==> src/rtl/uart_imem_loader.sv <==
// Boot loader: packs UART RX bytes (LSB first) into 32-bit words and writes them
// to consecutive imem addresses until a terminator word or a full memory.
module uart_imem_loader #(
  parameter int unsigned ADDR_W      = 5,
  parameter logic [31:0] TERM_WORD   = 32'hFFFF_FFFF,
  parameter int unsigned TIMEOUT_CYC = 200000
) (
  input  logic              clk,
  input  logic              rst,
  input  logic              uart_rx_valid,
  input  logic [7:0]        uart_rx_data,
  input  logic              uart_rx_break,
  output logic              imem_we,
  output logic [ADDR_W-1:0] imem_addr,
  output logic [31:0]       imem_wdata,
  output logic              loading,
  output logic [ADDR_W:0]   word_count,
  output logic              write_done,
  output logic              mem_full,
  output logic              frame_err
);

  localparam int unsigned IDLE_W = $clog2(TIMEOUT_CYC + 1);

  typedef enum logic [1:0] {COLLECT, COMMIT, DONE} state_t;

  state_t            state, state_d;
  logic [1:0]        byte_idx, byte_idx_d;
  logic [31:0]       word, word_d;
  logic [ADDR_W-1:0] word_ptr, word_ptr_d;
  logic [IDLE_W-1:0] idle_cnt, idle_cnt_d;
  logic              imem_we_d;
  logic [ADDR_W-1:0] imem_addr_d;
  logic [31:0]       imem_wdata_d;
  logic              loading_d;
  logic [ADDR_W:0]   word_count_d;
  logic              write_done_d;
  logic              mem_full_d;
  logic              frame_err_d;
  logic [31:0]       assembled;

  always_ff @(posedge clk) begin
    if (rst) begin
      state      <= COLLECT;
      byte_idx   <= '0;
      word       <= '0;
      word_ptr   <= '0;
      idle_cnt   <= '0;
      imem_we    <= 1'b0;
      imem_addr  <= '0;
      imem_wdata <= '0;
      loading    <= 1'b0;
      word_count <= '0;
      write_done <= 1'b0;
      mem_full   <= 1'b0;
      frame_err  <= 1'b0;
    end else begin
      state      <= state_d;
      byte_idx   <= byte_idx_d;
      word       <= word_d;
      word_ptr   <= word_ptr_d;
      idle_cnt   <= idle_cnt_d;
      imem_we    <= imem_we_d;
      imem_addr  <= imem_addr_d;
      imem_wdata <= imem_wdata_d;
      loading    <= loading_d;
      word_count <= word_count_d;
      write_done <= write_done_d;
      mem_full   <= mem_full_d;
      frame_err  <= frame_err_d;
    end
  end

  always_comb begin
    state_d      = state;
    byte_idx_d   = byte_idx;
    word_d       = word;
    word_ptr_d   = word_ptr;
    idle_cnt_d   = '0;
    imem_we_d    = 1'b0;
    imem_addr_d  = imem_addr;
    imem_wdata_d = imem_wdata;
    loading_d    = loading;
    word_count_d = word_count;
    write_done_d = write_done;
    mem_full_d   = mem_full;
    frame_err_d  = frame_err;
    assembled    = {uart_rx_data, word[23:0]};

    unique case (state)
      COLLECT: begin
        if (uart_rx_break) begin
          if (byte_idx != 2'd0) begin
            byte_idx_d  = '0;
            frame_err_d = 1'b1;
          end
        end else if (uart_rx_valid) begin
          loading_d = 1'b1;
          word_d[{byte_idx, 3'b000} +: 8] = uart_rx_data;
          if (byte_idx == 2'd3) begin
            state_d    = COMMIT;
            byte_idx_d = '0;
            // Write port is loaded on the 4th-byte edge so the strobe is visible during COMMIT.
            if (assembled != TERM_WORD) begin
              imem_we_d    = 1'b1;
              imem_addr_d  = word_ptr;
              imem_wdata_d = assembled;
            end
          end else begin
            byte_idx_d = byte_idx + 2'd1;
          end
        end else if (byte_idx != 2'd0) begin
          if (idle_cnt == IDLE_W'(TIMEOUT_CYC - 1)) begin
            byte_idx_d  = '0;
            frame_err_d = 1'b1;
          end else begin
            idle_cnt_d = idle_cnt + IDLE_W'(1);
          end
        end
      end

      COMMIT: begin
        if (word == TERM_WORD) begin
          state_d      = DONE;
          write_done_d = 1'b1;
          loading_d    = 1'b0;
        end else begin
          word_ptr_d   = word_ptr + ADDR_W'(1);
          word_count_d = word_count + (ADDR_W + 1)'(1);
          if (word_ptr == '1) begin
            state_d      = DONE;
            write_done_d = 1'b1;
            mem_full_d   = 1'b1;
            loading_d    = 1'b0;
          end else begin
            state_d = COLLECT;
            if (uart_rx_valid && !uart_rx_break) begin
              word_d[7:0] = uart_rx_data;
              byte_idx_d  = 2'd1;
            end
          end
        end
      end

      DONE: begin
        state_d = DONE;
      end

      default: begin
        state_d = COLLECT;
      end
    endcase
  end

endmodule

==> config.mk <==
export PLATFORM = sky130hd
export DESIGN_NAME = uart_imem_loader
export DESIGN_NICKNAME = d
export VERILOG_FILES = /design/src/rtl/uart_imem_loader.sv
export SDC_FILE = /design/constraint.sdc
export NUM_CORES = 1
export LEC_CHECK = 0
export CORE_MARGIN = 10
export CORE_UTILIZATION = 58
export CTS_CLUSTER_DIAMETER = 50
export DETAILED_ROUTE_END_ITERATION = 10
export GPL_TIMING_DRIVEN = 1
export HOLD_SLACK_MARGIN = 0.05
export PLACE_DENSITY = 0.88
export SLEW_MARGIN = 20
export SYNTH_ARGS = -nofsm -noshare
export SYNTH_HDL_FRONTEND = slang
export SYNTH_SLANG_ARGS = --single-unit
==> constraint.sdc <==
create_clock -name clk -period 4.6 [get_ports clk]
set_input_delay 0.92 -clock clk [delete_from_list [all_inputs] [get_ports clk]]
set_output_delay 0.92 -clock clk [all_outputs]
set_load 0.05 [all_outputs]
==> results.cfg <==
[status]
status = completed

[setup_path]
cp_top_family = buffers and inverters
cp_max_fo = 22
cp-start-kind = input port
end_kind = register
worstPathRequired_ps = 4830
path_buf_inv = 2
crit_path_max_incr_delay_ps = 610
path_cells = clkdlybuf4s50_1, nor4b_4, nand2_2, a21oi_4, buf_12, mux2i_1, nor2_1
arrival_ps = 3270
critPathLaunch = uart_rx_valid
reg2reg_from = state[1]$_SDFFE_PP0P_
slowest_stage = a21oi_4
path_class = input port to register

[finish]
multi_input_area_um2 = 2060
num_antenna_cells = 0
drive_gt1_frac = 0.0556
seq_area_um2 = 2140
area.growth.synth_to_final_pct = 18.8
fillers = 568
nets = 539
final_area_um2 = 5190

[yosys]
synth_seq_cells = 107
synth_top_area_share = 0.490
synthCells = 466
synth_edf_count = 0
synth_cell_types = 51
synth_top_area_cell = dfxtp_1
ys_seq_area_frac = 0.490
synth-async-reset-ratio = 0
synth_area_per_cell_um2 = 9.37
yosys-top-cells-count = 107 x dfxtp_1, 76 x nor2_1, 39 x mux2i_1
yosysMostFrequentCell = dfxtp_1
yosysWarnings = 0
synthTopCellsByArea = dfxtp_1 49%, mux2i_1 8.9%, nor2_1 6.5%
synth_nets = 488
syn_area_um2 = 4370
ys.flop_type = dfxtp_1

[routing]
avgRoutedWirePerCell_um = 15.9
via_per_inst = 5.65
drc_errors = 0
dr_total_vias = 3510
first_pass_iters = 5
totalWireLength_um = 9860
postRouteAntennaNets = 0
drt_iter0_drc = 225

[die]
start_util = 0.599
rows = 31
core-area_um2 = 7290
die_height_um = 107
ios = 60
dieArea_um2 = 11400
die_w_um = 107

[timing]
relSlewSlack = 0.274
fmax_ghz = 0.329
rsz0062_at_grt = no
post-route-period-util = 0.660
worst-slew-pin-transition_ps = 1090
final-setup-viol-count = 0
drv_slew = 0
fin_crit_ps = 3040
tns_ps = 0
finClkSkew_ps = 11.3
finalHoldViolCount = 0

[global_routing]
antenna_found_initial = 0
grt-ovfl-total = 0
grt_pass1_vias = 3456
track_usage = 0.177
grt_max_degree = 52
grt_pass1_wl_um = 16800

[cts]
cts_tree = yes
htreeDepth = 3
cts.sinks = 107
hold_buffers = 0
clk_pin_slew_ps = 90
clk_latency_ps = 370
cts_resized = 0
cts_buffers = 9
cts.path.max_buffers = 2
root_buffer = clkbuf_8
cts_setup_buffers = 0

[placed_design]
portBuffers = 59
gp_congestion = 0.838
dp_hpwl_um = 7090
placed_cell_area_um2 = 4980

[flow_run]
maxCapViolCount = 0

[min_path]
holdCritStartpoint = word[27]$_SDFFE_PP0P_
hp-class = register to register

[power]
ir_worst_vdd_v = 0.000173
power.leakage_nw = 1.72
p_per_area_nw_per_um2 = 306
==> worst paths after layout <==
kind / to / slack (ps) / cells past startpoint
worst max-delay path: imem_wdata[0]$_SDFFE_PP0P_ / 1560 / 7
worst min-delay path: word[27]$_SDFFE_PP0P_ / 460 / 2
worst max register to register: imem_wdata[0]$_SDFFE_PP0P_ / 2180 / 6
worst min register to register: word[27]$_SDFFE_PP0P_ / 460 / 2
==> logic make-up (layout without fill, tap and decap cells) <==
group	count (synthesis)	after routing	share of synthesized area
DFF	107	107	0.490
xor gates and xnor gates	19	19	0.0381
AOI/OAI and AO/OA	59	59	0.0908
buffers and inverters	32	88	0.0387
and+or+nand+nor	196	196	0.214
muxes	43	43	0.0997
adders and majority gates	10	10	0.0286
==> through the flow <==
step                hold slack (ps)  cells  setup WS [ps]  total power, mW   util
floorplan                       430    466           2370            0.998      -
finish                          460    621           1560             1.59  0.711
global route                    481    621           1340             1.64  0.711
CTS                             461    621           1570             1.59  0.711
global placement                438    605           1250             1.03  0.684
detailed placement              448    605           1180             1.03  0.684
==> cell usage in the layout, fill, tap and decap left out, types with 8 or more instances in the layout <==
cell	netlist	layout
xor2_1	8	8
nand2_1	37	37
nand4_1	17	17
dfxtp_1	107	107
clkdlybuf4s50_1	0	58
nor2_1	76	76
a22o_1	8	8
ha_1	10	10
mux2i_1	39	39
inv_1	11	11
clkbuf_8	0	10
nand3_1	31	31
a21oi_1	34	34
xnor2_1	11	11
==> metal layers <==
layer,GRT usage,vias up,wire (um)
met5,0,-,0
met4,0.0725,0,127
met3,0.0521,12,761
met2,0.293,110,4790
met1,0.210,1680,4180
li1,-,1708,-
==> flip-flops by register name, indices dropped and copies added (netlist names) <==
register	flops
mem_full	1
byte_idx	2
word	32
word_count	6
write_done	1
imem_wdata	32
frame_err	1
state	2
word_ptr	5
loading	1
idle_cnt	18
imem_addr	5
imem_we	1
==> power breakdown <==
group	internal, mW	switching [mW]
logic	0.0245	0.0458
clock network	0.267	0.313
registers	0.931	0.00582
total	1.22	0.364
==> tightest hold or removal path, cell delays in order, from the launching register on <==
cell and delay [ps]:
dfxtp_1 320, nand2_1 50, a21oi_1 50
==> area by class of cell <==
class / count / share of cell area
clock buffer: 10 / 0.0265
clock inverter: 6 / 0.0125
inverter: 11 / 0.00796
multi-input combinational: 327 / 0.398
sequential: 107 / 0.413
tap: 99 / 0.0239
timing repair buffer: 61 / 0.118
Note: power is estimated with default switching activity, not from simulation.
